$ cat config.mk
export PLATFORM = sky130hd
export DESIGN_NAME = mem_req_arbiter
export DESIGN_NICKNAME = d
export VERILOG_FILES = /design/src/rtl/mem_req_arbiter.sv
export SDC_FILE = /design/constraint.sdc
export NUM_CORES = 1
export LEC_CHECK = 0
export ABC_AREA = 1
export CAP_MARGIN = 20
export CORE_AREA = 2 2 216 218
export DETAILED_ROUTE_END_ITERATION = 8
export DIE_AREA = 0 0 218 220
export PLACE_DENSITY = 0.55
export SLEW_MARGIN = 25
export SYNTH_ARGS = -nofsm -noshare
export SYNTH_HDL_FRONTEND = slang
export SYNTH_SLANG_ARGS = --single-unit
$ cat constraint.sdc
create_clock -name clk -period 1.5 [get_ports clk]
set_input_delay 0.225 -clock clk [delete_from_list [all_inputs] [get_ports clk]]
set_output_delay 0.225 -clock clk [all_outputs]
set_load 0.1 [all_outputs]
$ cat src/rtl/mem_req_arbiter.sv
// Arbitrates ICache refills and DCache refills/stores onto the single SRAM controller port.
// Optional build macro MEM_ARB_PERF_EN adds grant/drop performance counters.
module mem_req_arbiter #(
  parameter int ADDR_W       = 32,
  parameter int DATA_W       = 32,
  parameter int LINE_W       = 128,
  parameter int STARVE_LIMIT = 4
) (
  input  logic              clk,
  input  logic              rst,
`ifdef MEM_ARB_PERF_EN
  output logic [31:0]       perf_i_grants,
  output logic [31:0]       perf_d_grants,
  output logic [31:0]       perf_drops,
`endif
  input  logic              flush,
  input  logic              i_valid,
  input  logic [ADDR_W-1:0] i_addr,
  output logic              i_ready,
  output logic [LINE_W-1:0] i_line,
  input  logic              d_valid,
  input  logic              d_store,
  input  logic [ADDR_W-1:0] d_addr,
  input  logic [DATA_W-1:0] d_wdata,
  output logic              d_ready,
  output logic [LINE_W-1:0] d_line,
  output logic              mem_req_valid,
  output logic              mem_req_inst,
  output logic              mem_req_store,
  output logic [ADDR_W-1:0] mem_req_addr,
  output logic [DATA_W-1:0] mem_req_wdata,
  input  logic              mem_resp_valid,
  input  logic [LINE_W-1:0] mem_resp_line
);

  typedef enum logic [1:0] {
    ST_IDLE = 2'd0,
    ST_BUSY = 2'd1,
    ST_RESP = 2'd2
  } state_t;

  localparam logic [3:0] STARVE_MAX = 4'(STARVE_LIMIT);

  state_t     r_state;
  state_t     w_state_nx;
  logic [3:0] r_starve_cnt;
  logic       r_drop;
  logic       r_grant_i;
  logic       r_cool;
  logic       w_grant_i;
  logic       w_grant_d;
  logic       w_force_i;
  logic       w_resp;
  logic       w_drop_now;

  // Next-state and grant decision
  always_comb begin
    w_state_nx = r_state;
    w_grant_i  = 1'b0;
    w_grant_d  = 1'b0;
    w_resp     = 1'b0;
    w_drop_now = 1'b0;
    w_force_i  = i_valid && !flush && (r_starve_cnt == STARVE_MAX);
    case (r_state)
      ST_IDLE: begin
        // The cycle after a ready pulse is skipped so the requester can drop valid.
        if (!r_cool) begin
          if (d_valid && !w_force_i) begin
            w_grant_d = 1'b1;
          end else if (i_valid && !flush) begin
            w_grant_i = 1'b1;
          end else begin
            w_grant_d = 1'b0;
          end
        end else begin
          w_grant_d = 1'b0;
        end
        if (w_grant_i || w_grant_d) begin
          w_state_nx = ST_BUSY;
        end else begin
          w_state_nx = ST_IDLE;
        end
      end
      ST_BUSY: begin
        w_drop_now = r_grant_i && (r_drop || flush);
        if (mem_resp_valid) begin
          w_resp     = 1'b1;
          w_state_nx = ST_RESP;
        end else begin
          w_state_nx = ST_BUSY;
        end
      end
      ST_RESP: w_state_nx = ST_IDLE;
      default: w_state_nx = ST_IDLE;
    endcase
  end

  // State register
  always_ff @(posedge clk) begin
    if (rst) begin
      r_state <= ST_IDLE;
    end else begin
      r_state <= w_state_nx;
    end
  end

  // Request latch, response capture and ready pulses
  always_ff @(posedge clk) begin
    if (rst) begin
      mem_req_valid <= 1'b0;
      mem_req_inst  <= 1'b0;
      mem_req_store <= 1'b0;
      mem_req_addr  <= {ADDR_W{1'b0}};
      mem_req_wdata <= {DATA_W{1'b0}};
      r_grant_i     <= 1'b0;
      i_ready       <= 1'b0;
      d_ready       <= 1'b0;
      i_line        <= {LINE_W{1'b0}};
      d_line        <= {LINE_W{1'b0}};
      r_cool        <= 1'b0;
    end else begin
      i_ready <= 1'b0;
      d_ready <= 1'b0;
      r_cool  <= i_ready | d_ready;
      if (w_grant_i || w_grant_d) begin
        mem_req_valid <= 1'b1;
        mem_req_inst  <= w_grant_i;
        mem_req_store <= w_grant_d & d_store;
        mem_req_addr  <= w_grant_i ? i_addr : d_addr;
        mem_req_wdata <= w_grant_d ? d_wdata : {DATA_W{1'b0}};
        r_grant_i     <= w_grant_i;
      end
      if (w_resp) begin
        mem_req_valid <= 1'b0;
        if (r_grant_i) begin
          if (!w_drop_now) begin
            i_line  <= mem_resp_line;
            i_ready <= 1'b1;
          end
        end else begin
          d_ready <= 1'b1;
          // A store completion is acknowledged by d_ready alone.
          if (!mem_req_store) begin
            d_line <= mem_resp_line;
          end
        end
      end
    end
  end

  // Starvation counter and flush-drop flag
  always_ff @(posedge clk) begin
    if (rst) begin
      r_starve_cnt <= 4'd0;
      r_drop       <= 1'b0;
    end else begin
      if (w_grant_d && i_valid) begin
        if (r_starve_cnt != STARVE_MAX) begin
          r_starve_cnt <= r_starve_cnt + 4'd1;
        end
      end else if (w_grant_i || w_grant_d) begin
        r_starve_cnt <= 4'd0;
      end
      if (r_state == ST_IDLE) begin
        r_drop <= 1'b0;
      end else if (r_state == ST_BUSY && r_grant_i && flush) begin
        r_drop <= 1'b1;
      end
    end
  end

`ifdef MEM_ARB_PERF_EN
  // Wrapping performance counters
  always_ff @(posedge clk) begin
    if (rst) begin
      perf_i_grants <= 32'd0;
      perf_d_grants <= 32'd0;
      perf_drops    <= 32'd0;
    end else begin
      if (w_grant_i) begin
        perf_i_grants <= perf_i_grants + 32'd1;
      end
      if (w_grant_d) begin
        perf_d_grants <= perf_d_grants + 32'd1;
      end
      if (w_resp && w_drop_now) begin
        perf_drops <= perf_drops + 32'd1;
      end
    end
  end
`endif

endmodule

### After elaboration in Yosys (flattened, before gate mapping)

Index checks and enable logic that the tools add are counted.

| storage, ports and cells | value |
|---|---|
| register bits | 333 |
| bits in latches | 0 |
| RAM bits | 0 |
| bits in read-only memories | 0 |
| input port bits | 231 |
| output and inout bits | 325 |
| memories kept | 0 |

| operators by class | value |
|---|---|
| $add $sub $neg | 1 |
| $mul | 0 |
| div/mod/pow operators | 0 |
| magnitude comparators | 0 |
| equal/unequal tests | 4 |
| shift operators | 0 |
| muxes and demuxes | 22 |
| bitwise operators | 6 |
| reduce and logical (&&, ||, !) cells | 21 |

Operator list:

| operator | number |
|---|---|
| $mux W32 | 2 |
| $mux W1 | 15 |
| $mux W4 | 3 |
| $logic_and A1 B1 Y1 | 7 |
| $reduce_and A3 Y1 | 2 |
| $reduce_or A2 Y1 | 3 |
| $add A4 B1 Y4 const B | 1 |
| $eq A4 B3 Y1 const B | 1 |
| $ne A4 B3 Y1 const B | 1 |
| $not A1 Y1 | 4 |
| $pmux W2 S2 | 1 |
| $logic_or A1 B1 Y1 | 3 |
| $reduce_or A3 Y1 | 1 |
| $eq A2 B1 Y1 const B | 1 |
| $logic_not A1 Y1 | 2 |
| $logic_not A2 Y1 | 1 |
| $mux W2 | 1 |
| $ne A2 B1 Y1 const B | 1 |
| $reduce_and A2 Y1 | 1 |
| $reduce_bool A2 Y1 | 1 |
| $and A1 B1 Y1 | 1 |
| $or A1 B1 Y1 | 1 |

### Depth between registers and ports, before layout

| depth | value |
|---|---|
| depth after elaboration | 12 |
| mapped depth | 11 |
| mapped depth without buffers | 11 |

### Worst setup path before layout

No wires, ideal clock.

| timing path | value |
|---|---|
| path type | register -> register |
| start | reg r_grant_i |
| end | reg i_line[25] |
| library setup time | 0.070 ns |
| arrival | 1.958 ns |
| required time | 1.430 ns |
| path slack | -0.529 ns |
| cell stages (with the launch flop) | 8 |
| path buffers | 3 |
| period minus slack after synthesis | 2.029 ns |
| cell sequence | dfxtp_1 > buf_2 > a31oi_4 > nand3_1 > buf_4 > buf_2 > nand2_1 > a21oi_1 |

| on the way | value |
|---|---|
| cells in the longest elaborated chain, start to end | 4 |

RTL lines:

| item | RTL line | text |
|---|---|---|
| start, declared | 48 | `logic r_grant_i;` |
| start signal, assigned | 131 | `r_grant_i <= w_grant_i;` |
| $logic_and A1 B1 Y1 | 85 | `w_drop_now = r_grant_i && (r_drop \|\| flush);` |
| $mux W1 | 64 | `case (r_state)` |
| $not A1 Y1 (no source line) | -- |  |
| $reduce_and A3 Y1 (no source line) (*) | -- |  |
| end signal, assigned | 118 | `i_line <= {LINE_W{1'b0}};` |
| end signal, assigned | 137 | `i_line <= mem_resp_line;` |
| end, declared | 20 | `output logic [LINE_W-1:0] i_line,` |

Mark *: on every way between the ends. The rest lies on a longest branch, timed or not.
A chain may end at the register's enable or synchronous reset.

### Worst setup path in the final report

| timing path | value |
|---|---|
| start | reg r_state[1] |
| end | reg i_line[0] |

| on the way | value |
|---|---|
| cells in the longest elaborated chain, start to end | 4 |
| elaborated cells on any way between the ends | 5 |
| those cells by class | eq/ne (1); mux (2); bitwise (1); reduce/logical (1) |

RTL lines:

| item | RTL line | text |
|---|---|---|
| start, declared | 44 | `state_t r_state;` |
| start signal, assigned | 103 | `r_state <= w_state_nx;` |
| $eq A2 B1 Y1 (*) | 64 |  |
| $mux W1 | 64 |  |
| $not A1 Y1 (no source line) | -- |  |
| $reduce_and A3 Y1 (no source line) (*) | -- |  |

Marked as above.

==> impl_metrics.json <==
{
  "hold_depth": 3,
  "async_flop_share_pct": 0,
  "clkLatencyLatePin_ns": 0.57,
  "worstSetupStartpointType": "register",
  "drive_gt1_share_pct": 41.3,
  "crit_path_end_kind": "register",
  "reg2regPathDepth": 9,
  "hpwlAfterDp_microns": 35500,
  "top_layer": "met4",
  "fmax_ghz": 0.641,
  "setup_viol": 164,
  "post-route-period-util_pct": 104,
  "fin_nets": 2395,
  "postLayoutCellArea_sq_um": 27100,
  "drt_iter0_markers": 743,
  "syn-num-nets": 1778,
  "cts.sinks": 333,
  "placementRows": 79,
  "n_fill_cell": 3832,
  "overflow": 0,
  "slew_headroom_pct": 46.8,
  "vias_per_cell": 5.02,
  "synth_common_cells": "dfxtp_1, nor2_1, nand2_1",
  "detail_route.wl_per_cell_microns": 22.3,
  "critical_path_required_ns": 1.90,
  "holdWs_ns": 0.158,
  "ir_drop_mv": 0.763,
  "wl_met2_microns": 30500,
  "htree_levels": 2,
  "synthDominantCellAreaShare_pct": 53.6,
  "avgSynthCellArea_sq_um": 8.05,
  "antenna_found_initial": 3,
  "grt_pass1_vias": 13426,
  "finClkSkew_ns": 0.0311,
  "multi_input_area_sq_um": 6420,
  "wl_met3_microns": 5050,
  "min_path_type": "input pin to register",
  "ys_ff_latch": 333,
  "grt_pass1_wl_microns": 82000,
  "dp_slack_ns": -0.455,
  "violations": "setup timing",
  "drc_errors": 0,
  "worst_slack_ns": -0.0612,
  "p_leak_nw": 10.1,
  "rsz0062_at_grt": "yes",
  "path_clk_slew_ns": 0.06,
  "crit_type": "register to register",
  "netlist.top_cell.by_area": "dfxtp_1",
  "syn_area_sq_um": 12400,
  "ff_latch_area_sq_um": 6680,
  "drt_wl_total_microns": 62500,
  "io_pins": 556,
  "start_util_pct": 27.1,
  "slew_viol_final": 0,
  "yosysWarnings": 0,
  "grt_use_total_pct": 22.4,
  "grt_max_degree": 111,
  "die_h_microns": 220,
  "cts.path.max_buffers": 3,
  "synth_ff_type": "dfxtp_1",
  "total_power_mw": 27.7,
  "port_buffers": 555,
  "area_growth_pct": 118,
  "fp.dieW_microns": 218,
  "die-area_sq_um": 48000,
  "synth_most_common_cell": "dfxtp_1",
  "synth_cell_types": 30,
  "numCtsBuffers": 39,
  "met1_length_microns": 24600,
  "synth_edf_count": 0,
  "cellPowerDensity_nw_per_um2": 1020,
  "period_needed_ns": 1.56,
  "cp.arrival_ns": 1.96,
  "dr.pass1.iters": 5,
  "place_congestion": 0.811,
  "worstMarginPinSlew_ns": 0.798,
  "placed_area_sq_um": 22200,
  "cts_tree": "done",
  "outcome": "finished with violations",
  "ctsHoldBuffers": 0,
  "hold_violations": 0,
  "cts-root-buf": "clkbuf_16",
  "ant_nets": 0,
  "synth_cells": 1545,
  "yosys-top-cells-area": "dfxtp_1, nor2_1, nand2_1",
  "worstPathMaxFanout": 7,
  "drv_cap": 0,
  "coreArea_sq_um": 45900,
  "ys_seq_area_share_pct": 53.6,
  "vias": 14066
}
-- area by class of cell --
| class | count | area share (%) |
|---|---|---|
| antenna | 4 | 0.0369 |
| clock buffer | 54 | 4.11 |
| clock inverter | 14 | 0.522 |
| inverter | 16 | 0.443 |
| multi-input combinational | 1052 | 23.7 |
| sequential | 333 | 24.7 |
| tap | 607 | 2.80 |
| timing repair buffer | 716 | 43.5 |
| timing repair inverter | 4 | 0.263 |
-- registers in the layout, summed over array words and instances (netlist names), 2 cells and up --
register	count
mem_req_addr	32
mem_req_wdata	32
r_state	2
d_line	128
r_starve_cnt	4
i_line	128
-- critical path, cell delays in order, from the launching register on --
cell,delay (ns)
dfxtp_4,0.36
nor2_4,0.17
nand2_4,0.08
inv_4,0.07
buf_6,0.12
nand3_4,0.12
buf_12,0.20
clkbuf_16,0.19
nand2_2,0.05
a21oi_1,0.05
-- cells by family after synthesis --
| family | synth area share [%] |
|---|---|
| and+or+nand+nor | 22.9 |
| AOI/OAI and AO/OA | 16.4 |
| adders and majority gates | 0.201 |
| xor gates and xnor gates | 0.141 |
| buffers and inverters | 6.85 |
| DFF | 53.6 |
-- power breakdown --
part	switching, mW	total [mW]	internal [mW]
Combinational	5.15	8.48	3.33
Clock	3.89	9.43	5.54
Sequential	0.505	9.81	9.30
-- metrics by stage --
step / instances / setup TNS [ns] / utilization, %
3_3_place_gp: 2643 / -92.42 / 48.5
5_1_grt: 2799 / -28.23 / 59.1
2_1_floorplan: 1545 / 0 / -
3_5_place_dp: 2643 / -100.88 / 48.5
6_report: 2800 / -5.15 / 59.1
4_1_cts: 2749 / -7.42 / 54.2
-- worst paths after layout --
| kind | slack [ns] | endpoint | from |
|---|---|---|---|
| worst min register to register | 0.50 | i_line[53]$_SDFFE_PP0P_ | i_line[53]$_SDFFE_PP0P_ |
| worst min-delay path | 0.16 | i_line[66]$_SDFFE_PP0P_ | rst |
| worst max-delay path | -0.06 | i_line[0]$_SDFFE_PP0P_ | r_state[1]$_SDFF_PP0_ |
| worst max register to register | -0.06 | i_line[0]$_SDFFE_PP0P_ | r_state[1]$_SDFF_PP0_ |
-- what timing repair did --
action | 4_1_cts | 5_1_grt
resized for setup | 182 | 418
endpoints found under the setup margin | 286 | 326
setup buffers | 16 | 9
pin swaps | 26 | 82
gates cloned | 24 | 40
-- routing by layer --
layer	global-route usage (%)	vias up
li1	-	6530
met1	26.2	6846
met2	37.8	572
met3	7.12	118
met4	9.25	0
met5	0	-
-- cell usage in the layout (no fill, tap or decap), types with 4 or more instances in the layout --
| master | instances |
|---|---|
| clkinv_2 | 6 |
| inv_6 | 5 |
| clkbuf_8 | 8 |
| o21ai_2 | 65 |
| nand4_1 | 130 |
| nand2_1 | 93 |
| buf_4 | 38 |
| nor2_2 | 33 |
| inv_1 | 6 |
| clkbuf_1 | 7 |
| o21ai_0 | 95 |
| a21oi_1 | 115 |
| a31oi_1 | 30 |
| inv_2 | 5 |
| dfxtp_1 | 326 |
| nand2_4 | 60 |
| dfxtp_2 | 5 |
| buf_6 | 17 |
| buf_8 | 8 |
| clkbuf_16 | 67 |
| a21oi_2 | 47 |
| nor2_1 | 218 |
| clkdlybuf4s50_1 | 229 |
| nand2_2 | 84 |
| o21ai_1 | 30 |
| bufbuf_16 | 4 |
| diode_2 | 4 |
| o21ai_4 | 5 |
| nor2_4 | 27 |
| buf_12 | 364 |
| buf_16 | 28 |
(Power assumes the default switching activity.)
